File: config.mk
export PLATFORM = sky130hd
export DESIGN_NAME = serial_shifter_flat
export DESIGN_NICKNAME = d
export VERILOG_FILES = /design/src/rtl/serial_shifter_if.sv /design/src/rtl/serial_shifter.sv /design/src/flat_wrapper.sv
export SDC_FILE = /design/constraint.sdc
export NUM_CORES = 1
export LEC_CHECK = 0
export ABC_AREA = 1
export BUFFER_PORTS_ARGS = -buffer_cell sky130_fd_sc_hd__clkbuf_2
export CAP_MARGIN = 20
export CORE_MARGIN = 5
export CORE_UTILIZATION = 55
export CTS_BUF_LIST = sky130_fd_sc_hd__clkbuf_16
export CTS_CLUSTER_SIZE = 25
export DETAILED_ROUTE_END_ITERATION = 8
export GPL_TIMING_DRIVEN = 0
export PLACE_DENSITY = 0.87
export SLEW_MARGIN = 25
export SYNTH_ARGS = -nofsm -noshare
export SYNTH_HDL_FRONTEND = slang
export SYNTH_SLANG_ARGS = --single-unit
File: constraint.sdc
create_clock -name clk -period 2 [get_ports clk]
set_input_delay 0 -clock clk [delete_from_list [all_inputs] [get_ports clk]]
set_output_delay 0 -clock clk [all_outputs]
set_load 0.01 [all_outputs]
File: src/rtl/serial_shifter_if.sv
`default_nettype none
// ============================================================================
// Module   : serial_shifter_if
// Brief    : Request/response handshake bundle for the serial shifter.
// Revision : 1.0 - initial release
// ============================================================================
interface serial_shifter_if #(
    parameter int N = 16,
    parameter int C = 4
);
    logic         in_valid;
    logic         in_ready;
    logic [N-1:0] in_data;
    logic [C-1:0] in_cnt;
    logic [1:0]   in_op;
    logic         out_valid;
    logic         out_ready;
    logic [N-1:0] out_data;
    logic         busy;

    modport master (
        output in_valid, in_data, in_cnt, in_op, out_ready,
        input  in_ready, out_valid, out_data, busy
    );

    modport slave (
        input  in_valid, in_data, in_cnt, in_op, out_ready,
        output in_ready, out_valid, out_data, busy
    );
endinterface
`default_nettype wire

File: src/rtl/serial_shifter.sv
`default_nettype none
// ============================================================================
// Module   : serial_shifter
// Brief    : Multi-cycle shifter/rotator moving one bit position per clock.
// Revision : 1.0 - initial release
// ============================================================================
module serial_shifter #(
    parameter int N = 16,
    parameter int C = 4
) (
    input  wire logic        clk,
    input  wire logic        rst_n,
    serial_shifter_if.slave  bus
);
    localparam logic [1:0] c_IDLE  = 2'd0;
    localparam logic [1:0] c_SHIFT = 2'd1;
    localparam logic [1:0] c_DONE  = 2'd2;

    localparam logic [1:0] c_OP_ROR = 2'b00;
    localparam logic [1:0] c_OP_SLL = 2'b01;
    localparam logic [1:0] c_OP_SRA = 2'b10;
    localparam logic [1:0] c_OP_SRL = 2'b11;

    logic [1:0]   r_state;
    logic [N-1:0] r_data;
    logic [C-1:0] r_cnt;
    logic [1:0]   r_op;
    logic [N-1:0] w_step;

    // Single-bit step; rotate goes right so it undoes the ALU's rotate-left.
    always_comb begin
        w_step = r_data;
        case (r_op)
            c_OP_ROR: w_step = {r_data[0], r_data[N-1:1]};
            c_OP_SLL: w_step = {r_data[N-2:0], 1'b0};
            c_OP_SRA: w_step = {r_data[N-1], r_data[N-1:1]};
            c_OP_SRL: w_step = {1'b0, r_data[N-1:1]};
            default:  w_step = r_data;
        endcase
    end

    always_ff @(posedge clk or negedge rst_n) begin
        if (!rst_n) begin
            r_state <= c_IDLE;
            r_data  <= '0;
            r_cnt   <= '0;
            r_op    <= '0;
        end else begin
            case (r_state)
                c_IDLE: begin
                    if (bus.in_valid) begin
                        r_data  <= bus.in_data;
                        r_cnt   <= bus.in_cnt;
                        r_op    <= bus.in_op;
                        r_state <= (bus.in_cnt == '0) ? c_DONE : c_SHIFT;
                    end
                end
                c_SHIFT: begin
                    r_data <= w_step;
                    r_cnt  <= r_cnt - 1'b1;
                    if (r_cnt == C'(1)) begin
                        r_state <= c_DONE;
                    end
                end
                c_DONE: begin
                    if (bus.out_ready) begin
                        r_state <= c_IDLE;
                    end
                end
                default: r_state <= c_IDLE;
            endcase
        end
    end

    // All handshake outputs decode directly from the state register.
    assign bus.in_ready  = (r_state == c_IDLE);
    assign bus.out_valid = (r_state == c_DONE);
    assign bus.busy      = (r_state != c_IDLE);
    assign bus.out_data  = r_data;
endmodule
`default_nettype wire
File: src/flat_wrapper.sv
// flat-port wrapper written by rule: the top's interface ports become plain ports
module serial_shifter_flat 
#(
    parameter int N = 16,
    parameter int C = 4
)
  (clk, rst_n, bus_in_valid, bus_in_data, bus_in_cnt, bus_in_op, bus_out_ready, bus_in_ready, bus_out_valid, bus_out_data, bus_busy);
  serial_shifter_if #(.N(N), .C(C)) bus_i ();
  input  wire logic clk;
  input  wire logic rst_n;
  input wire logic [$bits(bus_i.in_valid)-1:0] bus_in_valid;
  input wire logic [$bits(bus_i.in_data)-1:0] bus_in_data;
  input wire logic [$bits(bus_i.in_cnt)-1:0] bus_in_cnt;
  input wire logic [$bits(bus_i.in_op)-1:0] bus_in_op;
  input wire logic [$bits(bus_i.out_ready)-1:0] bus_out_ready;
  output wire logic [$bits(bus_i.in_ready)-1:0] bus_in_ready;
  output wire logic [$bits(bus_i.out_valid)-1:0] bus_out_valid;
  output wire logic [$bits(bus_i.out_data)-1:0] bus_out_data;
  output wire logic [$bits(bus_i.busy)-1:0] bus_busy;
  assign bus_i.in_valid = bus_in_valid;
  assign bus_i.in_data = bus_in_data;
  assign bus_i.in_cnt = bus_in_cnt;
  assign bus_i.in_op = bus_in_op;
  assign bus_i.out_ready = bus_out_ready;
  assign bus_in_ready = bus_i.in_ready;
  assign bus_out_valid = bus_i.out_valid;
  assign bus_out_data = bus_i.out_data;
  assign bus_busy = bus_i.busy;
  serial_shifter #(.N(N), .C(C)) u_core (.clk(clk), .rst_n(rst_n), .bus(bus_i));
endmodule
==> flow_summary.ini <==
[placement]
place_hpwl_um = 2810
placed_cells = 315
routabilityCongestion = 0.851
dp_slack_ps = 672
port_buffers = 44

[die]
row_count = 19
core_area_um2 = 2730
die_w_um = 63.2
start_util = 0.570
die_y_um = 63.2
io_pins = 45
dieArea_um2 = 4000

[drt]
first_iter_violations = 68
viasPerCell = 5.00
ant_nets = 0
drt-total-wl_um = 3780
dr.pass1.iters = 4
drcViolationCount = 0
vias = 1614
post_drt_wl_per_cell_um = 11.7

[grt]
grt_max_degree = 25
grt_first_pass_wirelength_um = 6790
antenna_found_initial = 0
gr-total-overflow = 0
grt_pass1_vias = 1633
track_usage = 0.206

[worst_setup_path]
path_class = reg2reg
r2r_cells = 6
startpoint_type = register
reg2reg_slack_ps = 600
worstPathMaxFanout = 10
required_ps = 2150
r2r_end = u_core.bus.out_data[6]
cp-end-kind = register
critPathLaunch = u_core.r_op[0]
r2r-start = u_core.r_op[0]
cp.arrival_ps = 1550
endpoint = u_core.bus.out_data[6]

[cells_and_area]
post-route-util = 0.718
finalNetCount = 321
drive_gt1_frac = 0.212
area_growth_pct = 25.9
fin_cells = 323
num_antenna_cells = 0

[synthesis]
ys_seq_area_frac = 0.385
synth_cell_type_count = 19
syn_area_per_cell_um2 = 6.50
yosysTopAreaCell = dfrtp_1
netlist_top_cells_area = dfrtp_1, nand2_1, inv_1
netlist_instances = 240
synth-seq-cells = 24
synth.cell_area_um2 = 1560
synth.top_cell.area_share = 0.385
synth_nets = 268
ys.warnings.count = 0

[clock_tree]
cts_buffers = 3
htreeDepth = 1
tritoncts = built
cts_setup_buffers = 0
cts.sinks = 24
clk_pin_slew_ps = 70
clockBufferDepth = 2
cts_resized = 0
hold_buffers = 4
cts_root_buf = clkbuf_16
clock_latency_ps = 260

[sta]
setup_violations = 0
worstMarginPinSlew_ps = 605
skew_ps = 4.86
fmax_ghz = 0.716
period_share = 0.698
drv_slew = 0
setup_slack_ps = 603
min_period_ps = 1400
rsz0062_at_grt = false
fin_tns_setup_ps = 0
max-slew-margin-rel = 0.597
hold_viol_final = 0

[power_and_ir_drop]
power_frac_comb = 0.553
clkPwrFrac = 0.174
power_mw = 3.33
ir_drop_mv = 1.20
intPower_mw = 1.83
p_leak_nw = 1.14
seqPwrFrac = 0.273
pwr_density_cell_nw_per_um2 = 1700
p_sw_mw = 1.50
switching_share = 0.450

[worst_hold_path]
min_path_type = in2reg
whs_path_depth = 5

[outcome]
status = complete, no violations

[flow_run]
cap_violations = 0
==> cell families after synthesis <==
kind of cell               share of synthesized area
and+or+nand+nor                                0.347
buffers and inverters                          0.130
AOI/OAI and AO/OA                              0.122
DFF                                            0.385
adders and majority gates                     0.0160
==> metrics by stage <==
step / area (µm²) / hold WS (ps)
2_1_floorplan: 1560 / -296
3_3_place_gp: 1820 / 38.0
3_5_place_dp: 1820 / 37.6
4_1_cts: 1960 / 34.1
5_1_grt: 1960 / 48.6
6_report: 1960 / 31.1
==> final cells by class <==
cell class                      instances  area, µm²
Clock buffer                            3       75.1
Timing Repair Buffer                   48        260
Clock inverter                          1       30.0
Multi-Input combinational cell        165        756
Buffer                                  9       45.0
Fill cell                             245        771
Inverter                               42        158
Sequential cell                        24        601
Tap cell                               31       38.8
==> flip-flops by register name, indices dropped and copies added (netlist names) <==
signal               count
u_core.bus.out_data     16
u_core.r_cnt             4
u_core.r_op              2
u_core.r_state           2
==> how the worst min path moves through the flow <==
| stage | from | endpoint | slack, ps |
|---|---|---|---|
| finish | bus_in_data[15] | u_core.bus.out_data[15] | 30 |
| global route | bus_out_ready | u_core.r_state[1] | 50 |
| CTS | bus_in_data[15] | u_core.bus.out_data[15] | 30 |
| detailed placement | rst_n | u_core.bus.out_data[9] | 40 |
| global placement | rst_n | u_core.bus.out_data[9] | 40 |
| floorplan | rst_n | u_core.bus.out_data[0] | -300 |
==> placed cells by master, fill, tap and decap left out, types with 4 or more instances in the layout <==
master         count
nand2_1           73
a21boi_1          14
o21ai_0            8
nor2_1            36
inv_1             40
nand3_1           20
dfrtp_1           24
dlygate4sd3_1      4
clkbuf_2          44
buf_2              9
==> layer usage <==
layer	wire length (µm)	track usage	vias up
met5	0	0	-
met4	46	0.0831	0
met3	242	0.0497	5
met2	1800	0.355	53
met1	1690	0.244	721
li1	-	-	835
==> synth_stat cells <==
cell,n
dfrtp_1,24
or2_2,1
o21bai_1,1
nor3b_1,1
inv_1,40
buf_2,9
o31ai_1,1
o21ai_1,1
nor2_1,36
nand3_1,20
ha_1,2
nor3_1,1
nor2_2,2
nand2_1,73
a21boi_1,14
a21oi_1,2
inv_2,2
o211ai_1,2
o21ai_0,8
==> critical path, cell delays in order (launching register included) <==
cell and delay, ps:
dfrtp_1 410, inv_1 70, nor2_1 290, buf_2 290
nand2_1 70, nand3_1 80, a21boi_1 70
==> power by group through the flow <==
stage          Sequential [mW]  Combinational [mW]  Clock [mW]
4_1_cts                  0.909                1.85       0.585
3_3_place_gp             0.907                1.77           0
5_1_grt                  0.952                2.11       0.602
6_report                 0.909                1.84       0.581
3_5_place_dp             0.918                1.82           0
2_1_floorplan            0.973                1.23           0
Power figures use the tool's default switching activity.
